==> src/rtl/draw_scheduler.sv <==
// Framebuffer write sequencer: round-robin arbitration of draw requesters onto a
// single draw engine, plus a full-screen background clear sweep and the write mux.
module draw_scheduler #(
  parameter int unsigned NUM_REQ  = 4,
  parameter int unsigned FB_SIZE  = 307200,
  parameter logic [2:0]  BG_COLOR = 3'b000,
  parameter int unsigned TIMEOUT  = 1023
) (
  input  logic                    clock,
  input  logic                    reset,
  input  logic [NUM_REQ-1:0]      req,
  input  logic [19*NUM_REQ-1:0]   req_addr,
  input  logic [3*NUM_REQ-1:0]    req_color,
  output logic [NUM_REQ-1:0]      grant,
  input  logic                    clear_req,
  output logic                    clear_done,
  output logic                    eng_start,
  output logic [18:0]             eng_addr,
  output logic [2:0]              eng_color,
  input  logic                    eng_finished,
  input  logic [18:0]             eng_waddr,
  input  logic [2:0]              eng_wdata,
  input  logic                    eng_wenable,
  output logic [18:0]             mem_waddr,
  output logic [2:0]              mem_wdata,
  output logic                    mem_wenable,
  output logic                    busy,
  output logic                    err
);

  localparam int unsigned ADDR_W  = 19;
  localparam int unsigned COLOR_W = 3;
  localparam int unsigned TCNT_W  = 16;
  localparam int unsigned PTR_W   = (NUM_REQ > 1) ? $clog2(NUM_REQ) : 1;

  localparam logic [ADDR_W-1:0] LAST_ADDR = ADDR_W'(FB_SIZE - 1);
  localparam logic [TCNT_W-1:0] TMO_LAST  = TCNT_W'(TIMEOUT - 1);
  localparam logic [PTR_W-1:0]  RR_INIT   = PTR_W'(NUM_REQ - 1);

  typedef enum logic [2:0] {
    IDLE,
    CLEAR,
    START,
    WAIT_LO,
    WAIT_HI
  } state_t;

  state_t              state, state_nx;
  logic [PTR_W-1:0]    rr, rr_nx;
  logic                pend, pend_nx;
  logic [ADDR_W-1:0]   sweep, sweep_nx;
  logic [TCNT_W-1:0]   tcnt, tcnt_nx;

  logic [NUM_REQ-1:0]  grant_nx;
  logic                clear_done_nx;
  logic                eng_start_nx;
  logic [ADDR_W-1:0]   eng_addr_nx;
  logic [COLOR_W-1:0]  eng_color_nx;
  logic                busy_nx;
  logic                err_nx;

  int unsigned         base;
  logic [NUM_REQ-1:0]  req_rot;
  logic                found;
  logic [PTR_W-1:0]    win;
  logic [NUM_REQ-1:0]  win_onehot;
  logic [ADDR_W-1:0]   win_addr;
  logic [COLOR_W-1:0]  win_color;

  // Rotate requests so bit 0 is the requester just after the last winner, then pick the lowest.
  always_comb begin
    base    = 32'(rr) + 32'd1;
    req_rot = NUM_REQ'({req, req} >> base);
    found   = 1'b0;
    win     = rr;
    for (int unsigned k = 0; k < NUM_REQ; k++) begin
      if (!found && req_rot[k]) begin
        found = 1'b1;
        win   = PTR_W'((base + k) % NUM_REQ);
      end
    end
  end

  // Winner's operand slices and one-hot grant vector.
  always_comb begin
    win_onehot = '0;
    win_addr   = '0;
    win_color  = '0;
    for (int unsigned i = 0; i < NUM_REQ; i++) begin
      if (win == PTR_W'(i)) begin
        win_onehot[i] = 1'b1;
        win_addr      = req_addr[i*ADDR_W +: ADDR_W];
        win_color     = req_color[i*COLOR_W +: COLOR_W];
      end
    end
  end

  // Next-state and registered-output logic.
  always_comb begin
    state_nx     = state;
    rr_nx        = rr;
    pend_nx      = pend | clear_req;
    sweep_nx     = sweep;
    tcnt_nx      = tcnt;
    grant_nx     = '0;
    eng_addr_nx  = eng_addr;
    eng_color_nx = eng_color;
    err_nx       = err;

    case (state)
      IDLE: begin
        if (pend || clear_req) begin
          state_nx = CLEAR;
          pend_nx  = 1'b0;
        end else if (found) begin
          state_nx     = START;
          rr_nx        = win;
          grant_nx     = win_onehot;
          eng_addr_nx  = win_addr;
          eng_color_nx = win_color;
        end
      end
      CLEAR: begin
        if (sweep == LAST_ADDR) begin
          sweep_nx = '0;
          state_nx = IDLE;
        end else begin
          sweep_nx = sweep + 19'd1;
        end
      end
      START: begin
        state_nx = WAIT_LO;
        tcnt_nx  = '0;
      end
      WAIT_LO, WAIT_HI: begin
        tcnt_nx = tcnt + 16'd1;
        // A completion on the final allowed cycle still counts as a completion.
        if (state == WAIT_HI && eng_finished) begin
          state_nx = IDLE;
        end else if (tcnt == TMO_LAST) begin
          state_nx = IDLE;
          err_nx   = 1'b1;
        end else if (state == WAIT_LO && !eng_finished) begin
          state_nx = WAIT_HI;
        end
      end
      default: state_nx = IDLE;
    endcase

    eng_start_nx  = (state == START);
    busy_nx       = (state_nx != IDLE);
    // Registered, so look one cycle ahead to line up with the last sweep write.
    clear_done_nx = (state_nx == CLEAR) && (sweep_nx == LAST_ADDR);
  end

  always_ff @(posedge clock or posedge reset) begin
    if (reset) begin
      state      <= IDLE;
      rr         <= RR_INIT;
      pend       <= 1'b0;
      sweep      <= '0;
      tcnt       <= '0;
      grant      <= '0;
      clear_done <= 1'b0;
      eng_start  <= 1'b0;
      eng_addr   <= '0;
      eng_color  <= '0;
      busy       <= 1'b0;
      err        <= 1'b0;
    end else begin
      state      <= state_nx;
      rr         <= rr_nx;
      pend       <= pend_nx;
      sweep      <= sweep_nx;
      tcnt       <= tcnt_nx;
      grant      <= grant_nx;
      clear_done <= clear_done_nx;
      eng_start  <= eng_start_nx;
      eng_addr   <= eng_addr_nx;
      eng_color  <= eng_color_nx;
      busy       <= busy_nx;
      err        <= err_nx;
    end
  end

  // Framebuffer port: sweep owns it in CLEAR, engine only while a draw is in flight.
  always_comb begin
    mem_waddr   = eng_waddr;
    mem_wdata   = eng_wdata;
    mem_wenable = 1'b0;
    case (state)
      CLEAR: begin
        mem_waddr   = sweep;
        mem_wdata   = BG_COLOR;
        mem_wenable = 1'b1;
      end
      WAIT_LO, WAIT_HI: mem_wenable = eng_wenable;
      default: ;
    endcase
  end

endmodule
==> config.mk <==
export PLATFORM = sky130hd
export DESIGN_NAME = draw_scheduler
export DESIGN_NICKNAME = d
export VERILOG_FILES = /design/src/rtl/draw_scheduler.sv
export SDC_FILE = /design/constraint.sdc
export NUM_CORES = 1
export LEC_CHECK = 0
export BUFFER_PORTS_ARGS = -buffer_cell sky130_fd_sc_hd__buf_2
export CAP_MARGIN = 20
export CORE_MARGIN = 2
export CORE_UTILIZATION = 49
export DETAILED_ROUTE_END_ITERATION = 8
export PLACE_DENSITY = 0.91
export SLEW_MARGIN = 15
export SYNTH_ARGS = -nofsm -noshare
export SYNTH_HDL_FRONTEND = slang
export SYNTH_SLANG_ARGS = --single-unit
==> constraint.sdc <==
create_clock -name clock -period 3.2 [get_ports clock]
set_input_delay 0.64 -clock clock [delete_from_list [all_inputs] [get_ports clock]]
set_output_delay 0.64 -clock clock [all_outputs]
set_load 0.005 [all_outputs]
==> flow_summary.ini, run 1 <==
[sta]
rsz0062_at_grt = false
hold_slack_ns = 0.375
fin_crit_ns = 2.82
worst_slack_ns = 0.381
fin_crit_sh_pct = 88.1
finalSetupTns_ns = 0
finClkSkew_ns = 0.00913
report.final.slew_viol_count = 0
hold_viol_final = 0
worst_slew_pin_slew_ns = 0.943
setup_viol = 0
fmax_mhz = 355
relSlewSlack_pct = 36.9

[final_layout]
final_cell_mix = buf_2, nand2_1, dfrtp_1, o21ai_0, nor2_1
nFillCells = 646
ff_latch_area_um2 = 1780
fin_cells = 706
final_util_pct = 65.8
multi_input_area_um2 = 2300
layout_commonest_cell = buf_2
syn_to_final_growth_pct = 29.6
layout.nets = 718
n_antenna_cell = 0
layout-drive-gt1-share_pct = 41.4

[worst_setup_path]
worstSetupEndpointType = flop
cp-start-kind = flop
endpoint = clear_done
critical-path-slowest-cell = or3b_4
cp.arrival_ns = 3.07
required_ns = 3.45
path_cells = or3b_4 -> or2_4 -> or4_1 -> a311oi_1 -> nand4_1 -> nor4b_2
path_max_fanout = 32
startpoint = state[0]
reg2reg_from = state[0]
reg2reg_depth = 6
rrSetupSlack_ns = 0.38
rr_endpoint = clear_done
critPathKind = reg2reg
cpPeakStageDelay_ns = 0.58

[die]
coreArea_um2 = 8260
io_pins = 172
die_w_um = 96.5
rows = 33
die-area_um2 = 9310
initial_utilization_pct = 50.7
die_h_um = 96.5

[drt]
drc = 0
postRouteAntennaNets = 0
num_vias = 4083
first_pass_iters = 6
viasPerCell = 5.78
drtIter0Drc = 355
wl_um = 11600
routedWlPerCell_um = 16.5

[placed_design]
place_hpwl_um = 8850
io_buffers = 171
globalplace.congestion = 0.919
placed_cells = 690
dp_worst_setup_slack_ns = 0.392

[clock_network]
clk_pin_slew_ns = 0.08
clock_latency_ns = 0.35
postCtsSetupRepairBufs = 0
cts_tree = built
ctsHoldBuffers = 0
htreeDepth = 3
cts_num_sinks = 71
cts_buffers = 9
cts-root-buf = clkbuf_8
cts_resized = 0
clock_path_buffers = 2

[logic_synthesis]
yosys_register_bits = 71
synth_cell_types = 49
synth_area_leader_cell = dfrtp_1
ys_top_cells_by_area = dfrtp_1, mux4_2, nand2_1
synth-edff-count = 0
syn_nets = 553
async_flop_share_pct = 100
synth_top_cell_area_share_pct = 41.2
ys_warn_count = 0
dominantRegCellSynth = dfrtp_1
netlist_area_um2 = 4190
synth.avg_cell_area_um2 = 9.72
post_synth_inst_count = 431
seq_area_frac_synth_pct = 42.5

[power_and_ir_drop]
p_per_area_nw_per_um2 = 752
p_leak_nw = 2.62
ir_drop_mv = 0.533

[grt]
grt_pass1_vias = 3942
antenna_found_initial = 0
track_usage_pct = 26.0
grt_max_degree = 44
grt_pass1_wl_um = 18400
gr-total-overflow = 0

[hold_path]
min_path_type = in2async

[flow_run]
cap_violations = 0

[run_status]
status = completed
==> kinds of logic after synthesis <==
| family | after synthesis | share of synthesized area, % |
|---|---|---|
| AO/OA/AOI/OAI | 66 | 9.17 |
| buffers and inverters | 32 | 3.20 |
| adder cells (fa/ha/maj) | 3 | 0.896 |
| AND/OR/NAND/NOR | 195 | 22.9 |
| XOR/XNOR | 20 | 4.18 |
| multiplexers | 44 | 17.2 |
| flip-flops | 71 | 42.5 |
==> final cells by class <==
class	count	share of cell area, %
inverters	7	0.484
multi-input cells	328	42.3
repair buffers	179	17.3
clock inverters	5	1.91
clock buffers	11	2.79
flip-flops and latches	71	32.8
well taps	105	2.42
==> flip-flops by register name (all words and copies together) (netlist names) <==
register and cells:
eng_color 3, eng_addr 19, clear_done 1, sweep 19, rr 2, tcnt 16, pend 1, grant 4
busy 1, err 1, eng_start 1, state 3
==> how the worst min path moves through the flow <==
stage                      to  slack [ns]  depth (start not counted)
finish              sweep[17]        0.38                          2
global route         grant[3]        0.43                          2
CTS                  grant[3]        0.38                          2
detailed placement        err        0.48                          1
global placement      tcnt[8]        0.46                          1
floorplan             tcnt[8]        0.44                          1
==> through the flow <==
stage / total power, W / cell area (um2)
after floorplan: 0.00254 / 4190
after global placement: 0.00310 / 5180
after detailed placement: 0.00320 / 5180
after CTS: 0.00411 / 5430
after global routing: 0.00437 / 5430
final: 0.00408 / 5430
==> synth_stat cells (3+ instances only) <==
cell type / number
a21oi_1: 7
a22oi_1: 4
a31oi_1: 5
and2_1: 6
and3_1: 10
clkbuf_1: 19
dfrtp_1: 69
ha_1: 3
inv_1: 7
mux2_2: 23
mux4_2: 20
nand2_1: 80
nand2b_1: 5
nand3_1: 17
nand4_1: 14
nor2_1: 29
nor2b_1: 3
nor3_1: 10
nor3b_1: 3
nor4b_1: 3
o211ai_1: 3
o21ai_0: 37
or4_1: 5
xnor2_1: 14
xor2_1: 6
==> per-layer routing <==
metal,up-vias,routed length (um),track usage (%)
met5,-,0,0
met4,0,348,13.1
met3,33,855,4.65
met2,239,5940,44.3
met1,1929,4480,31.8
li1,1882,-,-
==> power by group <==
group          internal (W)  switching (W)
sequential          0.00114       0.000222
combinational      0.000922       0.000897
clock              0.000560       0.000339
total               0.00263        0.00146
==> critical path: cells and delay by family (launching register included) <==
kind	cells	cell delay (ns)
simple gates	5	1.89
compound gates	1	0.33
flops	1	0.50
No activity file was read; power rests on OpenSTA's default activity.
==> inputs of run 2 (changes only) <==
--- a/config.mk
+++ b/config.mk
@@ -9,8 +9,10 @@
 export CAP_MARGIN = 20
 export CORE_MARGIN = 2
 export CORE_UTILIZATION = 49
+export CTS_CLUSTER_DIAMETER = 50
 export DETAILED_ROUTE_END_ITERATION = 8
 export PLACE_DENSITY = 0.91
+export REMOVE_ABC_BUFFERS = 1
 export SLEW_MARGIN = 15
 export SYNTH_ARGS = -nofsm -noshare
 export SYNTH_HDL_FRONTEND = slang
==> flow_summary.ini, run 2 (same netlist as run 1, synthesis figures left out) <==
[run_status]
status = completed

[worst_setup_path]
critical-path-slowest-cell = or3b_4
crit_family = simple AND/OR/NAND/NOR gates
worstSetupEndpointType = flop
critPathKind = reg2reg
path_max_fanout = 32
path_cells = or3b_4 -> or2_4 -> or4_1 -> a311oi_1 -> nand4_1 -> nor4b_2
cpPeakStageDelay_ns = 0.58
required_ns = 3.45
cp.arrival_ns = 2.95
worst-path-buf-inv = 0
cp-start-kind = flop

[final_layout]
layout-drive-gt1-share_pct = 41.5
fin_cells = 708
final_cell_mix = buf_2, nand2_1, dfrtp_1, o21ai_0, nor2_1
syn_to_final_growth_pct = 30.1
layout_commonest_cell = buf_2
largestRegisters = eng_addr x19, sweep x19, tcnt x16
layout.nets = 719

[grt]
use_met3_pct = 3.80
grt_pass1_wl_um = 18000
track_usage_pct = 24.9
grt-busiest-layer = met2
antenna_found_initial = 1
gr-total-overflow = 0
use_met2_pct = 40.8
grt_pass1_vias = 3865
grt_max_degree = 33
use_met1_pct = 32.6

[sta]
fmax_mhz = 371
report.final.slew_viol_count = 0
fin_crit_sh_pct = 84.3
relSlewSlack_pct = 38.7
worst_slew_pin_slew_ns = 0.916
rsz0062_at_grt = false
finClkSkew_ns = 0.00695
worst_slack_ns = 0.502
hold_viol_final = 0
setup_viol = 0
hold_slack_ns = 0.317
fin_crit_ns = 2.70

[drt]
num_vias = 4099
routedWlPerCell_um = 15.9
viasPerCell = 5.79
first_pass_iters = 5
drc = 0
drtIter0Drc = 346
postRouteAntennaNets = 0
wl_um = 11300

[hold_path]
min_path_type = in2async

[power_and_ir_drop]
seq_power_share_pct = 32.8
swShare_pct = 34.8
ir_drop_mv = 0.629
p_comb_share_pct = 43.7
p_total_w = 0.00415
p_per_area_nw_per_um2 = 760
p_leak_nw = 2.62
clkPwrFrac_pct = 23.5
power_switching_w = 0.00144
internal-power_w = 0.00270

[clock_network]
cts_buffers = 9
clk_pin_slew_ns = 0.07
ctsHoldBuffers = 0
cts-root-buf = clkbuf_8
htreeDepth = 3
clock_path_buffers = 2
cts_tree = built
clock_latency_ns = 0.34
cts_num_sinks = 71
postCtsSetupRepairBufs = 0
cts_resized = 0

[placed_design]
placed_cells = 691
place_hpwl_um = 8610
io_buffers = 171
dp_worst_setup_slack_ns = 0.529
globalplace.congestion = 0.915

[die]
io_pins = 172
rows = 33
die_w_um = 96.5
die_h_um = 96.5
coreArea_um2 = 8260
initial_utilization_pct = 50.7
die-area_um2 = 9310

[flow_run]
cap_violations = 0
==> run 2: worst paths after layout <==
| kind | startpoint | to | slack (ns) | cells after the start |
|---|---|---|---|---|
| max reg2reg | state[0] | clear_done | 0.50 | 6 |
| min | reset | tcnt[3] | 0.32 | 2 |
| min reg2reg | tcnt[8] | tcnt[8] | 0.50 | 1 |
| max | state[0] | clear_done | 0.50 | 6 |
| min in group clock | tcnt[8] | tcnt[8] | 0.50 | 1 |
| max in group asynchronous | reset | sweep[10] | 2.18 | 3 |
==> run 2: power by group through the flow <==
stage | clock network (W) | logic [W] | registers (W)
finish | 0.000975 | 0.00181 | 0.00136
global route | 0.00102 | 0.00201 | 0.00140
floorplan | 0 | 0.00115 | 0.00134
global placement | 0 | 0.00174 | 0.00135
detailed placement | 0 | 0.00182 | 0.00137
CTS | 0.000990 | 0.00182 | 0.00136
==> run 2: area by class of cell <==
class | count | area (um2)
Antenna cell | 1 | 2.50
Inverter | 7 | 26.3
Tap cell | 105 | 131
Multi-Input combinational cell | 328 | 2300
Clock inverter | 5 | 128
Sequential cell | 71 | 1780
Timing Repair Buffer | 180 | 936
Fill cell | 649 | 2810
Clock buffer | 11 | 151
==> run 2: worst register-to-register path: cells and delay by family (launching register included) <==
kind | cells | cell delay [ns]
simple gates | 5 | 1.83
compound gates | 1 | 0.28
flops | 1 | 0.50
==> run 2: stage by stage <==
step / utilization, % / TNS, ns / instance area [um2]
floorplan: - / -44.23 / 4080
global placement: 62.6 / 0 / 5170
detailed placement: 62.6 / 0 / 5170
CTS: 66.0 / 0 / 5450
global route: 66.0 / 0 / 5450
finish: 66.0 / 0 / 5450
==> run 2: per-layer routing <==
layer,up-vias,part of all wire [%]
met3,31,7.2
met4,0,3.3
met2,239,50
li1,1886,-
met1,1943,39
met5,-,0
